`config.mk`:
```
export PLATFORM = sky130hd
export DESIGN_NAME = aes_key_expand_flat
export DESIGN_NICKNAME = d
export VERILOG_FILES = /design/src/rtl/aes_pkg.sv /design/src/rtl/aes_key_expand_if.sv /design/src/rtl/aes_sbox.sv /design/src/rtl/aes_key_expand.sv /design/src/flat_wrapper.sv
export SDC_FILE = /design/constraint.sdc
export NUM_CORES = 2
export LEC_CHECK = 0
export ABC_AREA = 0
export BUFFER_PORTS_ARGS = -buffer_cell sky130_fd_sc_hd__buf_2
export CAP_MARGIN = 20
export CORE_MARGIN = 4
export CORE_UTILIZATION = 34
export CTS_BUF_LIST = sky130_fd_sc_hd__clkbuf_2 sky130_fd_sc_hd__clkbuf_4 sky130_fd_sc_hd__clkbuf_8
export DETAILED_ROUTE_END_ITERATION = 8
export PLACE_DENSITY = 0.48
export SKIP_CTS_REPAIR_TIMING = 1
export SYNTH_ARGS = -nofsm -noshare
export SYNTH_HDL_FRONTEND = slang
export SYNTH_SLANG_ARGS = --single-unit
```
`constraint.sdc`:
```
create_clock -name clk -period 4.1 [get_ports clk]
set_clock_uncertainty 0.05 [all_clocks]
set_input_delay 0.41 -clock clk [delete_from_list [all_inputs] [get_ports clk]]
set_output_delay 0.41 -clock clk [all_outputs]
set_load 0.005 [all_outputs]
```
`src/rtl/aes_pkg.sv`:
```
// aes_pkg: shared AES constants, controller state enum and RCON lookup.
// Used by the key-expansion engine and the encryption/decryption round controllers.
package aes_pkg;
  localparam int NR = 10;
  // Width of both the AES-128 key and the data block.
  localparam int KEY_W = 128;
  typedef enum logic [1:0] {IDLE, EXPAND, READY} state_t;
  localparam logic [79:0] RCON_TBL = 80'h01020408102040801b36;
  function automatic logic [7:0] rcon(input logic [3:0] r);
    return (r >= 4'd1 && r <= 4'(NR)) ? RCON_TBL[8*(NR-int'(r)) +: 8] : 8'h00;
  endfunction
endpackage

```
`src/rtl/aes_key_expand_if.sv`:
```
// aes_key_expand_if: request/read bus of the key-expansion engine.
// start/key launch an expansion; busy/key_valid/done report progress;
// rk_idx selects a round key returned on rk_out one cycle later.
interface aes_key_expand_if;
  import aes_pkg::*;
  logic             start;
  logic [KEY_W-1:0] key;
  logic             busy;
  logic             key_valid;
  logic             done;
  logic [3:0]       rk_idx;
  logic [KEY_W-1:0] rk_out;
  modport master (output start, key, rk_idx, input busy, key_valid, done, rk_out);
  modport slave (input start, key, rk_idx, output busy, key_valid, done, rk_out);
endinterface

```
`src/rtl/aes_sbox.sv`:
```
// aes_sbox: combinational AES forward S-box.
// Ports: a = input byte, y = substituted byte.
module aes_sbox (
  input  logic [7:0] a,
  output logic [7:0] y
);
  localparam logic [2047:0] SBOX = {
    128'h637c777bf26b6fc53001672bfed7ab76, 128'hca82c97dfa5947f0add4a2af9ca472c0,
    128'hb7fd9326363ff7cc34a5e5f171d83115, 128'h04c723c31896059a071280e2eb27b275,
    128'h09832c1a1b6e5aa0523bd6b329e32f84, 128'h53d100ed20fcb15b6acbbe394a4c58cf,
    128'hd0efaafb434d338545f9027f503c9fa8, 128'h51a3408f929d38f5bcb6da2110fff3d2,
    128'hcd0c13ec5f974417c4a77e3d645d1973, 128'h60814fdc222a908846eeb814de5e0bdb,
    128'he0323a0a4906245cc2d3ac629195e479, 128'he7c8376d8dd54ea96c56f4ea657aae08,
    128'hba78252e1ca6b4c6e8dd741f4bbd8b8a, 128'h703eb5664803f60e613557b986c11d9e,
    128'he1f8981169d98e949b1e87e9ce5528df, 128'h8ca1890dbfe6426841992d0fb054bb16
  };
  assign y = SBOX[8*(255-int'(a)) +: 8];
endmodule

```
`src/rtl/aes_key_expand.sv`:
```
// aes_key_expand: iterative AES-128 key expansion into an 11-entry round-key store.
// Ports: clk, resetn (async active-low), bus (slave side of aes_key_expand_if).
module aes_key_expand
  import aes_pkg::*;
(
  input logic             clk,
  input logic             resetn,
  aes_key_expand_if.slave bus
);
  state_t state, state_n;
  logic [3:0] round;
  logic [KEY_W-1:0] rk [0:NR];
  logic [KEY_W-1:0] cur, nxt;
  logic [31:0] rot, sub, temp, w0, w1, w2, w3;
  logic accept, last;
  assign accept = bus.start && state != EXPAND;
  assign last = state == EXPAND && round == 4'(NR);
  // cur mirrors the most recently written round key, so the schedule never reads the store.
  assign rot = {cur[23:0], cur[31:24]};
  for (genvar i = 0; i < 4; i++) begin : g_sub
    aes_sbox u_sbox (.a(rot[8*i +: 8]), .y(sub[8*i +: 8]));
  end
  assign temp = sub ^ {rcon(round), 24'h0};
  assign w0 = cur[127:96] ^ temp;
  assign w1 = cur[95:64] ^ w0;
  assign w2 = cur[63:32] ^ w1;
  assign w3 = cur[31:0] ^ w2;
  assign nxt = {w0, w1, w2, w3};
  assign bus.busy = state == EXPAND;
  assign bus.key_valid = state == READY;
  always_comb state_n = accept ? EXPAND : last ? READY : state;
  always_ff @(posedge clk or negedge resetn)
    if (!resetn) state <= IDLE;
    else state <= state_n;
  always_ff @(posedge clk or negedge resetn)
    if (!resetn) begin
      round <= '0;
      cur <= '0;
      bus.done <= 1'b0;
      bus.rk_out <= '0;
      for (int j = 0; j <= NR; j++) rk[j] <= '0;
    end else begin
      bus.done <= last;
      bus.rk_out <= (bus.rk_idx <= 4'(NR)) ? rk[bus.rk_idx] : '0;
      if (accept) begin
        rk[0] <= bus.key;
        cur <= bus.key;
        round <= 4'd1;
      end else if (state == EXPAND) begin
        rk[round] <= nxt;
        cur <= nxt;
        round <= last ? 4'd0 : round + 4'd1;
      end
    end
endmodule

```
`src/flat_wrapper.sv`:
```
// flat-port wrapper written by rule: the top's interface ports become plain ports
module aes_key_expand_flat import aes_pkg::*;
  (clk, resetn, bus_start, bus_key, bus_rk_idx, bus_busy, bus_key_valid, bus_done, bus_rk_out);
  aes_key_expand_if bus_i ();
  input logic clk;
  input logic resetn;
  input wire logic [$bits(bus_i.start)-1:0] bus_start;
  input wire logic [$bits(bus_i.key)-1:0] bus_key;
  input wire logic [$bits(bus_i.rk_idx)-1:0] bus_rk_idx;
  output wire logic [$bits(bus_i.busy)-1:0] bus_busy;
  output wire logic [$bits(bus_i.key_valid)-1:0] bus_key_valid;
  output wire logic [$bits(bus_i.done)-1:0] bus_done;
  output wire logic [$bits(bus_i.rk_out)-1:0] bus_rk_out;
  assign bus_i.start = bus_start;
  assign bus_i.key = bus_key;
  assign bus_i.rk_idx = bus_rk_idx;
  assign bus_busy = bus_i.busy;
  assign bus_key_valid = bus_i.key_valid;
  assign bus_done = bus_i.done;
  assign bus_rk_out = bus_i.rk_out;
  aes_key_expand u_core (.clk(clk), .resetn(resetn), .bus(bus_i));
endmodule
```
==> results.toml <==
[run_status]
status = "finished, violations left"
violations = "setup timing"

[critical_path]
rr_worst_depth = 13
crit_fanout = 15
arrival_ns = 4.93
crit_required_ns = 4.86
cp-start-kind = "register"
crit_start = "u_core.cur[28]$_DFFE_PN0P_"
crit_type = "register to register"
rr_startpoint = "u_core.cur[28]$_DFFE_PN0P_"
critPathCaptureType = "register"

[detailed_routing]
drc = 0
wl_per_cell_um = 30.1
wl_mm = 402
drtIter0Drc = 7516
ant_nets = 0
via_count = 77100
via_per_inst = 5.77
dr.pass1.iters = 6

[synth]
synth.distinct_cells = 101
async_reset_ff_frac = 1.00
ys_ff_latch = 1671
synth_seq_area_share = 0.475
yosys_warnings = 0
synthCells = 9127
syn_nets = 9322
synth_area_sq_um = 88000
synth-edff-count = 0
postSynthAreaPerCell_sq_um = 9.64
synthFlopType = "dfrtp_1"

[clocking]
cts_tree = "done"
ctsHtreeMaxLevel = 5
cts.sinks = 1671
cts_buffer_depth = 4
clk_latency_ns = 1.06
cts_buffers = 321
clk_pin_slew_ns = 0.06
cts-root-buf = "clkbuf_8"

[worst_hold_path]
min_from = "bus_rk_idx[0]"
min_delay_path_depth = 4
hold_class = "input port to register"

[sta]
timing.setup.tns_ns = -0.189
hold_viol = 0
rsz0062_at_grt = "true"
fin_crit_sh = 1.02
finalCriticalPeriod_ns = 4.16
timing.fmax_mhz = 240
slew_headroom = 0.299
tightest_slew_ns = 1.05
slew_violations = 0
finalWorstSetupSlack_ns = -0.0626
finalSetupViolCount = 10

[global_routing]
grtUsageMet2 = 0.466
grt_first_pass_wirelength_mm = 574
grtUsageMet3 = 0.0501
grt_max_degree = 108
grt_pass1_vias = 75900
top_usage_layer = "met2"
gr-total-overflow = 0
track_usage = 0.295
antenna_found_initial = 22
grt_use_met1 = 0.408

[place]
dp_hpwl_mm = 275
portBuffers = 265
finalWeightedCongestion = 0.980
place_area_sq_um = 98300

[cells_and_area]
fin_area_sq_um = 107000
fillerInstances = 25200
fin_nets = 9935
seqCellArea_sq_um = 41900
syn2layout_area_growth_pct = 21.6
multi_input_area_sq_um = 42500
drive_gt1_frac = 0.221
final_common_cell = "dfrtp_1"
mostFrequentLayoutCells = "dfrtp_1, o21ai_0, nand2_1"

[die]
dieArea_sq_um = 267000
core_area_sq_um = 257000
die_h_um = 517
io_pins = 266
rows = 186
initial_utilization = 0.342
die_x_um = 517

[flow_run]
maxCapViolations = 0
## cell usage after synthesis (15+ instances only)
cell         n  share of area
mux2_2      16         0.0020
o21a_1      23         0.0020
a211oi_1    68         0.0058
o31ai_1     31         0.0026
nor2_1     357          0.015
o311ai_0    33         0.0033
buf_6       16         0.0020
or3_1       44         0.0031
xnor2_1    117          0.012
a311oi_1    42         0.0042
ha_1        60         0.0085
nor4_1      15         0.0011
and3_1      30         0.0021
buf_1       78         0.0033
o211ai_1    34         0.0029
inv_1       51         0.0022
o22ai_1    166          0.012
xor2_1      57         0.0057
buf_2      129         0.0073
nor3b_1     28         0.0024
mux2i_1    326          0.037
a22oi_1    136          0.012
nand2b_1   109         0.0078
mux4_2     310          0.079
nand2_1   1488          0.063
a32oi_1     17         0.0017
nor2b_1    103         0.0073
o32ai_1     26         0.0026
o221ai_1    23         0.0023
buf_4       30         0.0026
nor3_1     107         0.0061
a21oi_1    425          0.024
and2_1      45         0.0032
nand3b_1    16         0.0014
clkbuf_1   710          0.030
a211o_1     43         0.0043
a21o_1      27         0.0023
a31oi_1     66         0.0047
a221o_1     17         0.0019
o21ai_1    109         0.0062
dfrtp_1   1671           0.48
nand3_1    111         0.0063
or2_2       25         0.0018
a221oi_1    24         0.0024
o21ai_0   1515          0.086
## registers in the layout (all words and copies together), names as in the netlist
| signal | cells |
|---|---|
| u_core.state | 2 |
| u_core.bus.done | 1 |
| u_core.round | 4 |
| u_core.bus.rk_out | 128 |
| u_core.rk | 1408 |
| u_core.cur | 128 |
## worst max-delay path, stage by stage, from the launching register on
cell	delay, ns
dfrtp_2	0.65
inv_1	0.37
buf_12	0.28
buf_4	0.18
nor3_1	0.17
o21ai_0	0.16
a211o_1	0.33
a211oi_1	0.46
or2_1	0.29
xnor2_2	0.19
buf_12	0.17
xnor2_2	0.26
buf_4	0.23
o21ai_0	0.11
## final cells by class
type,instances,share of cell area
diodes,14,0.000327
clock buffers,505,0.0595
clock inverters,50,0.00449
inverters,67,0.00248
multi-input cells,6425,0.397
flip-flops and latches,1671,0.391
well taps,3384,0.0396
repair buffers,1254,0.105
## cell families (layout without fill, tap and decap cells)
logic type | Yosys count | count (layout) | share of synthesized area
other cells | 0 | 14 | 0
mux | 653 | 653 | 0.119
fa+ha+maj | 60 | 60 | 0.00853
simple gates | 2532 | 2532 | 0.126
xor+xnor | 202 | 202 | 0.0237
compound gates | 2978 | 2978 | 0.199
buf+inv | 1031 | 1876 | 0.0485
flops | 1671 | 1671 | 0.475
## per-layer routing
layer,share of wire,vias up
met5,0.000030,-
met4,0.044,2
met3,0.066,724
met2,0.46,3073
met1,0.43,39400
li1,-,33900
## per-stage QoR
stage	utilization	std cells	hold slack, ns	setup slack (ns)
4_1_cts	0.409	13200	-0.705	-0.350
5_1_grt	0.416	13400	0.0701	-0.0734
3_5_place_dp	0.382	12700	0.414	-0.354
3_3_place_gp	0.382	12700	0.406	-0.398
2_1_floorplan	-	9127	0.0644	0.0278
6_report	0.416	13400	0.0384	-0.0626
## worst paths after layout
path	to	slack (ns)
min in group asynchronous	u_core.rk[1347]$_DFFE_PN0P_	0.56
setup reg to reg	u_core.rk[771]$_DFFE_PN0P_	-0.06
max in group asynchronous	u_core.rk[1242]$_DFFE_PN0P_	1.79
setup / recovery	u_core.rk[771]$_DFFE_PN0P_	-0.06
hold / removal	u_core.bus.rk_out[35]$_DFF_PN0_	0.04
hold reg to reg	u_core.rk[1008]$_DFFE_PN0P_	0.42
Power is left out: the tool's default activity adds up to more than one toggle a clock period on the data nets, which glitch-free logic cannot reach.
